### src/rtl/ram_pkg.sv
// Shared definitions for the RAM parity stage: read-sequencer state encoding
// and the default read settle time.
package ram_pkg;

    typedef enum logic [1:0] {
        IDLE  = 2'd0,
        WAIT  = 2'd1,
        CHECK = 2'd2,
        HOLD  = 2'd3
    } rd_state_t;

    localparam int RD_WAIT_DEFAULT = 2;
    localparam int CNT_W           = 4;   // holds settle times up to 15 clocks

endpackage

### src/rtl/ls280.sv
// 9-bit odd/even parity generator/checker (74LS280 equivalent).
module ls280 (
    input  logic a,
    input  logic b,
    input  logic c,
    input  logic d,
    input  logic e,
    input  logic f,
    input  logic g,
    input  logic h,
    input  logic i,
    output logic odd,
    output logic even
);

    assign odd  = ^{a, b, c, d, e, f, g, h, i};
    assign even = ~odd;

endmodule

### src/rtl/ram_parity_ctl.sv
// RAM parity stage: odd-parity bit generation on writes, delayed parity check
// on reads with sticky error/address capture, I/O channel check and NMI.
//
// state | meaning
// IDLE  | no read in progress, watching for a mem_rd rising edge
// WAIT  | read started, counting settle clocks up to RD_WAIT
// CHECK | sample data + stored parity, latch the first error
// HOLD  | sample done, waiting for mem_rd to drop
module ram_parity_ctl
    import ram_pkg::*;
#(
    parameter int RD_WAIT = RD_WAIT_DEFAULT,
    parameter int AW      = 20
) (
    input  logic          clk,
    input  logic          reset_n,
    input  logic          mem_rd,
    input  logic          mem_wr,
    input  logic [AW-1:0] addr,
    input  logic [7:0]    data_in,
    input  logic          par_in,
    input  logic          par_chk_dis,
    input  logic          nmi_en,
    input  logic          io_chk_n,
    output logic          par_out,
    output logic          par_we,
    output logic          par_err,
    output logic          io_err,
    output logic [AW-1:0] err_addr,
    output logic          nmi
);

    localparam logic [CNT_W-1:0] RD_WAIT_C = CNT_W'(RD_WAIT);

    rd_state_t        state;
    logic [CNT_W-1:0] cnt;
    logic             rd_prev;
    logic             par_odd;
    logic             par_even;
    logic             par_bad;
    logic             io_sync1;
    logic             io_sync2;

    ls280 u_ls280 (
        .a    (data_in[0]),
        .b    (data_in[1]),
        .c    (data_in[2]),
        .d    (data_in[3]),
        .e    (data_in[4]),
        .f    (data_in[5]),
        .g    (data_in[6]),
        .h    (data_in[7]),
        .i    (par_in),
        .odd  (par_odd),
        .even (par_even)
    );

    // A stored word is good when its nine bits hold an odd number of ones.
    assign par_bad = par_even & ~par_odd;

    assign par_out = ~^data_in;
    assign par_we  = mem_wr & ~mem_rd;

    // rd_prev resets high so a strobe still asserted across reset release
    // is not mistaken for a fresh read.
    always_ff @(posedge clk or negedge reset_n) begin
        if (!reset_n) begin
            state    <= IDLE;
            cnt      <= '0;
            rd_prev  <= 1'b1;
            par_err  <= 1'b0;
            err_addr <= '0;
        end else begin
            rd_prev <= mem_rd;
            if (par_chk_dis) begin
                par_err <= 1'b0;
            end
            case (state)
                IDLE: begin
                    if (mem_rd && !rd_prev) begin
                        state <= WAIT;
                        cnt   <= CNT_W'(1);
                    end
                end
                WAIT: begin
                    if (!mem_rd) begin
                        state <= IDLE;
                        cnt   <= '0;
                    end else if (cnt == RD_WAIT_C) begin
                        state <= CHECK;
                    end else begin
                        cnt <= cnt + CNT_W'(1);
                    end
                end
                CHECK: begin
                    if (par_bad && !par_chk_dis && !par_err) begin
                        par_err  <= 1'b1;
                        err_addr <= addr;
                    end
                    cnt   <= '0;
                    state <= mem_rd ? HOLD : IDLE;
                end
                HOLD: begin
                    if (!mem_rd) begin
                        state <= IDLE;
                    end
                end
                default: state <= IDLE;
            endcase
        end
    end

    always_ff @(posedge clk or negedge reset_n) begin
        if (!reset_n) begin
            io_sync1 <= 1'b1;
            io_sync2 <= 1'b1;
            io_err   <= 1'b0;
            nmi      <= 1'b0;
        end else begin
            io_sync1 <= io_chk_n;
            io_sync2 <= io_sync1;
            if (!io_sync2) begin
                io_err <= 1'b1;
            end
            nmi <= nmi_en & (par_err | io_err);
        end
    end

endmodule

### config.mk
export PLATFORM = sky130hd
export DESIGN_NAME = ram_parity_ctl
export DESIGN_NICKNAME = d
export VERILOG_FILES = /design/src/rtl/ram_pkg.sv /design/src/rtl/ls280.sv /design/src/rtl/ram_parity_ctl.sv
export SDC_FILE = /design/constraint.sdc
export NUM_CORES = 1
export LEC_CHECK = 0
export CELL_PAD_IN_SITES_DETAIL_PLACEMENT = 1
export CELL_PAD_IN_SITES_GLOBAL_PLACEMENT = 1
export CORE_ASPECT_RATIO = 1.75
export CORE_MARGIN = 3
export CORE_UTILIZATION = 30
export CTS_CLUSTER_DIAMETER = 80
export DETAILED_ROUTE_END_ITERATION = 10
export GPL_TIMING_DRIVEN = 0
export PLACE_DENSITY = 0.73
export SETUP_SLACK_MARGIN = 0.3
export SYNTH_ARGS = -nofsm -noshare
export SYNTH_HDL_FRONTEND = slang
export SYNTH_SLANG_ARGS = --single-unit
export TNS_END_PERCENT = 10
### constraint.sdc
create_clock -name clk -period 2 [get_ports clk]
set_input_delay 0.2 -clock clk [delete_from_list [all_inputs] [get_ports clk]]
set_output_delay 0.2 -clock clk [all_outputs]
set_load 0.05 [all_outputs]
# --- Word level (Yosys, flattened, before mapping) ---
# Index checks and enable logic that the tools add are counted.
word_totals:
  regBits: 32
  inputBits: 36
  output_inout_bits: 25
  wordCells: 49
classes:
  addsub: 1
  eq_ne: 8
  mux: 13
  n_bitwise: 5
  n_reduce_logical: 13
op_table:
  columns: ["operator", "count"]
  rows:
  - ["2-to-1 mux 4 bit", 3]
  - ["case mux 4 bit (3 select lines)", 1]
  - ["2-to-1 mux 2 bit", 5]
  - ["parity 9 bit", 1]
  - ["case mux 2 bit (4 select lines)", 1]
  - ["XNOR reduction 8 bit", 1]
  - ["inequality test 3 bit, second input constant", 2]
  - ["AND reduction 3 bit", 2]
  - ["adder 4 x 1 -> 4 bit, second input constant", 1]
  - ["== test 2 bit, second input constant", 2]
  - ["== test 4 x 2 -> 1 bit, second input constant", 1]
  - ["inequality test 2 bit, second input constant", 2]
  - ["logical AND 1 bit", 3]
  - ["zero test 1 bit", 3]
  - ["2-to-1 mux 1 bit", 3]
  - ["nonzero test 3 bit", 1]
  - ["bitwise AND 1 bit", 2]
  - ["== test 2 x 1 -> 1 bit, second input constant", 1]
  - ["zero test 2 bit", 1]
  - ["NOT 1 bit", 2]
  - ["AND reduction 2 bit", 1]
  - ["OR 1 bit", 1]

# --- Logic depth before layout (Yosys ltp) ---
depth:
  depth_word: 6
  mapped_depth: 7
  depth_no_buf: 7

# --- Hierarchy ---
# Synthesis repeated with hierarchy kept, for this count alone.
unflattened:
  cells_unflattened: 115
  hier_area_um2: 1539.0
by_module_without_submodules:
  columns: ["module", "instances", "cells_each", "area_per_inst_um2", "seq_area_each_um2"]
  rows:
  - ["ram_parity_ctl", 1, 107, 1455.1, 804.5]
  - ["ls280", 1, 8, 83.8, 0.0]

# --- Worst setup path after synthesis ---
# Ideal clock, no wire load.
synth_path:
  path_type: "input port to flip-flop"
  startpoint: "input data_in[6]"
  endpoint: "register err_addr[0]"
  setup_time_ns: 0.125
  arrival_time_ns: 2.321
  t_required_ns: 1.875
  slack_ns: -0.446
  stages: 6
  path_buffers: 1
  cell_sequence: "xnor2_1 xnor2_1 xnor2_1 mux2i_1 buf_6 mux2_4"
synth_via:
  elab_chain_len: 5
synth_rtl:
  columns: ["item", "line_no", "source"]
  rows:
  - ["start, declared", "ram_parity_ctl.sv:20", "input logic [7:0] data_in,"]
  - ["parity 9 bit", "ls280.sv:16", "assign odd = ^{a, b, c, d, e, f, g, h, i};"]
  - ["NOT 1 bit", "ls280.sv:17, ram_parity_ctl.sv:59", null]
  - ["logical AND 1 bit (2 in a row)", "ram_parity_ctl.sv:96", "if (par_bad && !par_chk_dis && !par_err) begin"]
  - ["AND reduction 2 bit (no line)", null, null]
  - ["end signal, assigned", "ram_parity_ctl.sv:98", "err_addr <= addr;"]
  - ["end, declared", "ram_parity_ctl.sv:29", "output logic [AW-1:0] err_addr,"]
# No other way between the ends.
# A chain may end at the register's enable or synchronous reset.

# --- Worst setup path in the final report ---
layout_path:
  startpoint: "register state[1]"
  endpoint: "register err_addr[19]"
layout_via:
  elab_chain_len: 2
layout_rtl:
  columns: ["item", "line_no", "source"]
  rows:
  - ["start, declared", "ram_parity_ctl.sv:35", "rd_state_t state;"]
  - ["start signal, assigned", "ram_parity_ctl.sv:101", "state <= mem_rd ? HOLD : IDLE;"]
  - ["== test 2 bit", "ram_parity_ctl.sv:78", "case (state)"]
  - ["AND reduction 2 bit (no line)", null, null]
# No other way between the ends.

==> Implementation_results.wiki <==
{| class="wikitable"
! Metric !! Value
|-
| Post-Route WL || 4.64 mm
|-
| Area growth, synth to finish || 76.2%
|-
| Largest stage delay on the critical path || ~390 ps
|-
| Die Ht || about 100 um
|-
| Portion of the post-synthesis area used by sequential elements || a little over half
|-
| CP endpoint kind || flop
|-
| Total of endpoints with negative setup slack in the final report || 0
|-
| Via density per instance || just under 5
|-
| WHS || -30.9 ps
|-
| Clock latency at the later pin of the worst-skew pair || approximately 280 ps
|-
| Path type of the worst setup path || reg2reg
|-
| Setup repair after global routing missed its margin || yes
|-
| Adder-Cell Fraction of Synth Area || 4.98%
|-
| Final worst-path setup slack || around 160 ps
|-
| XOR/XNOR Fraction of Synth Area || under 10%
|-
| Average wire per cell in the routed design || approximately 19 um
|-
| Via count || 1200
|-
| Initial standard-cell utilization of the core || between 30% and 40%
|-
| Power density normalized to cell area || approximately 1400 nW/um2
|-
| Wire length of the first global-routing pass || around 7.4 mm
|-
| Filler Cells Inserted || between 500 and 600
|-
| Worst-case setup slack after placement || -387 ps
|-
| Inserted Clock Buffers || 5
|-
| Share of the cycle needed by the critical path after routing || between 90% and 100%
|-
| Max-slew violation count || 0
|-
| Boundary pin count || 61
|-
| Category of the worst setup path launch point || flop
|-
| Shortest period the worst path allows || around 1800 ps
|-
| CTS tree || done
|-
| Placement Rows || 33
|-
| Library cell appearing most often on the critical path || buf_4
|-
| Buf+Inv Stages, Crit Path || 3
|-
| Failing checks || hold timing
|-
| Core footprint || about 4800 um2
|-
| Total leakage power || ~0.0012 uW
|-
| Synthesized instance count || about 110
|-
| Main combinational cell family by area after synthesis || multiplexers
|-
| Number of failing hold endpoints at the final stage || 29
|-
| Status || complete, but fails checks
|-
| Full die area || around 6000 um2
|-
| Ordered cell list for the critical path || buf_4, ha_4, nor4bb_4, mux2i_4, buf_4, buf_4, mux2_2
|-
| Number of nets in the finished design || 236
|-
| Mean Syn Cell Area || about 14 um2
|-
| Max Clock Freq || 542 MHz
|-
| N_diodes || 0
|-
| Synthesized-area fraction occupied by ao, oa, aoi and oai cells || just under 5%
|-
| Ys Warns || 0
|-
| Syn Std Cell Area || roughly 1500 um2
|-
| Total congestion overflow after global routing || 0
|-
| Number of synthesized register bits || 32
|-
| Maximum level of the CTS H-tree || 2
|-
| Max-cap check violation count || 0
|-
| Detailed-route DRC error count || 0
|-
| PortBufs || 60
|-
| Die width || approximately 60 um
|-
| Antenna violations before repair || 0
|-
| Drt first pass iters || 3
|-
| Type of the most critical hold path || in2async
|-
| Via count of the first global-routing pass || between 1000 and 1500
|-
| Mux share of post-synthesis cell area || a little over a fifth
|-
| Pin count of the biggest net entering global routing || 33
|-
| Slowest stage cell, crit path || dfrtp_1
|-
| Setup Total Neg Slack || 0 ps
|-
| Least-Margin Pin Slew || a little over 700 ps
|-
| Max Root-Sink Buffers || 2
|-
| Data arrival time of the critical path || between 2000 and 2500 ps
|-
| Clock Skew || around 5 ps
|-
| Routability-driven placement congestion ratio || approximately 0.73
|-
| Number of placed instances with taps included || ~220
|-
| Layout cell share with drive strength beyond 1 || 38.5%
|-
| Clk pin slew, worst setup/hold paths || roughly 70 ps
|-
| Placed wire-length estimate after detailed placement || between 3 and 4 mm
|-
| Final ANT Viol Nets || 0
|-
| GRT Resource Usage Total || ~17%
|-
| Max IR drop VDD || about 850 uV
|-
| Area fraction in and, or, nand and nor cells after synthesis || just over 9%
|-
| Max-slew headroom || 52.1%
|-
| Endpoint required time on the critical path || ~2200 ps
|-
| Library cells used by synthesis || 26
|-
| Kind of cell with the highest combined delay on the critical path || multiplexers
|-
| Synthesized Nets || roughly 150
|-
| Non-filler cells, final || 247
|-
| Root cell of the clock tree || clkbuf_8
|-
| Number of DRC markers after the initial detailed-route iteration || 12
|-
| Critical-path maximum fanout || 5
|-
| Clock Sinks || 32
|}
## worst register-to-register path: stages (launching register included)
cell	delay, ps
dfrtp_1	390
buf_4	160
ha_4	170
nor4bb_4	160
mux2i_4	270
buf_4	170
buf_4	90
mux2_2	320
## Yosys cell counts, drive strengths merged
master | count | area share, %
o31ai | 1 | 0.50
or2 | 1 | 0.41
nand2 | 6 | 1.5
xnor2 | 7 | 4.1
dfstp | 3 | 5.2
nor4b | 1 | 0.58
inv | 4 | 0.99
a21oi | 4 | 1.3
o2bb2ai | 1 | 0.58
nor2 | 5 | 1.2
or4 | 1 | 0.50
o21ai | 6 | 2.0
nor4bb | 1 | 0.66
o21a | 1 | 0.50
or4b | 1 | 0.66
nor3 | 1 | 0.33
mux2 | 21 | 20
nand3 | 2 | 0.66
or3b | 1 | 0.58
nand2b | 3 | 1.2
buf | 2 | 1.5
dfrtp | 29 | 48
ha | 6 | 5.0
nor2b | 2 | 0.83
mux2i | 1 | 0.66
## power breakdown
part	leakage, uW	switching (uW)	internal [uW]
clock network	0.0000552	239	369
registers	0.000398	142	865
logic	0.000776	1160	954
## cells in the final DEF, fill, tap and decap left out, types with 2 or more instances in the layout
| cell | n |
|---|---|
| xnor2_2 | 3 |
| buf_4 | 10 |
| dfstp_2 | 3 |
| ha_2 | 3 |
| nand2_1 | 4 |
| nand2_2 | 2 |
| ha_1 | 2 |
| clkdlybuf4s15_1 | 4 |
| mux2_2 | 2 |
| xnor2_4 | 4 |
| a21oi_1 | 3 |
| buf_16 | 2 |
| nor2_1 | 5 |
| clkbuf_8 | 5 |
| dfrtp_1 | 28 |
| nor2b_1 | 2 |
| nand3_1 | 2 |
| nand2b_1 | 3 |
| clkdlybuf4s50_1 | 48 |
| dlygate4sd2_1 | 4 |
| inv_1 | 3 |
| mux2_4 | 19 |
| buf_6 | 4 |
| buf_8 | 2 |
| o21ai_0 | 6 |
## metal layers
metal  share of wire (%)  vias up  GRT usage, %
met2                  57       55          31.6
met5                   0        -             0
met4                 2.1        0          8.19
met1                  34      594          17.7
met3                 6.9        4          3.73
li1                    -      547             -
## cell type report
class / instances / area [um2] / area share (%)
Multi-Input combinational cell: 73 / 871 / 32.8
Clock inverter: 2 / 35.0 / 1.32
Tap cell: 52 / 65.1 / 2.45
Inverter: 4 / 15.0 / 0.565
Clock buffer: 6 / 72.6 / 2.73
Buffer: 2 / 30.0 / 1.13
Sequential cell: 32 / 806 / 30.3
Timing Repair Buffer: 76 / 764 / 28.8
## kinds of logic after synthesis
logic type | Yosys count
simple gates | 25
fa+ha+maj | 6
mux | 22
xor+xnor | 7
buf+inv | 6
flops | 32
compound gates | 13
## worst paths after layout
kind	startpoint	to	slack, ps	depth (start not counted)
setup / recovery	state[1]	err_addr[19]	160	7
hold / removal	reset_n	err_addr[14]	-30	1
setup reg to reg	state[1]	err_addr[19]	160	7
hold reg to reg	io_sync1	io_sync2	360	0
max in group asynchronous	reset_n	state[0]	1520	1
min in group clk	io_chk_n	io_sync1	320	1
## sequential cells by signal, summed over array words and instances (netlist names)
register and flops:
err_addr 20, state 2, cnt 4, io_err 1, io_sync2 1, par_err 1
io_sync1 1, nmi 1, rd_prev 1
## per-stage QoR
step	hold WS, ps	total power (uW)	util (%)	instance area [um2]
floorplan	-95.6	2230	-	1600
global placement	346	2780	47.3	2260
detailed placement	347	2850	47.3	2260
CTS	322	3680	54.6	2620
global route	19.0	3930	55.5	2660
finish	-30.9	3730	55.5	2660
## timing repair
item | CTS | global route
pin swaps | 8 | 8
hold buffers | 0 | 0
setup endpoints to repair | 29 | 35
gates cloned | 2 | 0
gates resized for setup | 37 | 12
buffers inserted | 11 | 3
Power figures use the tool's default switching activity.
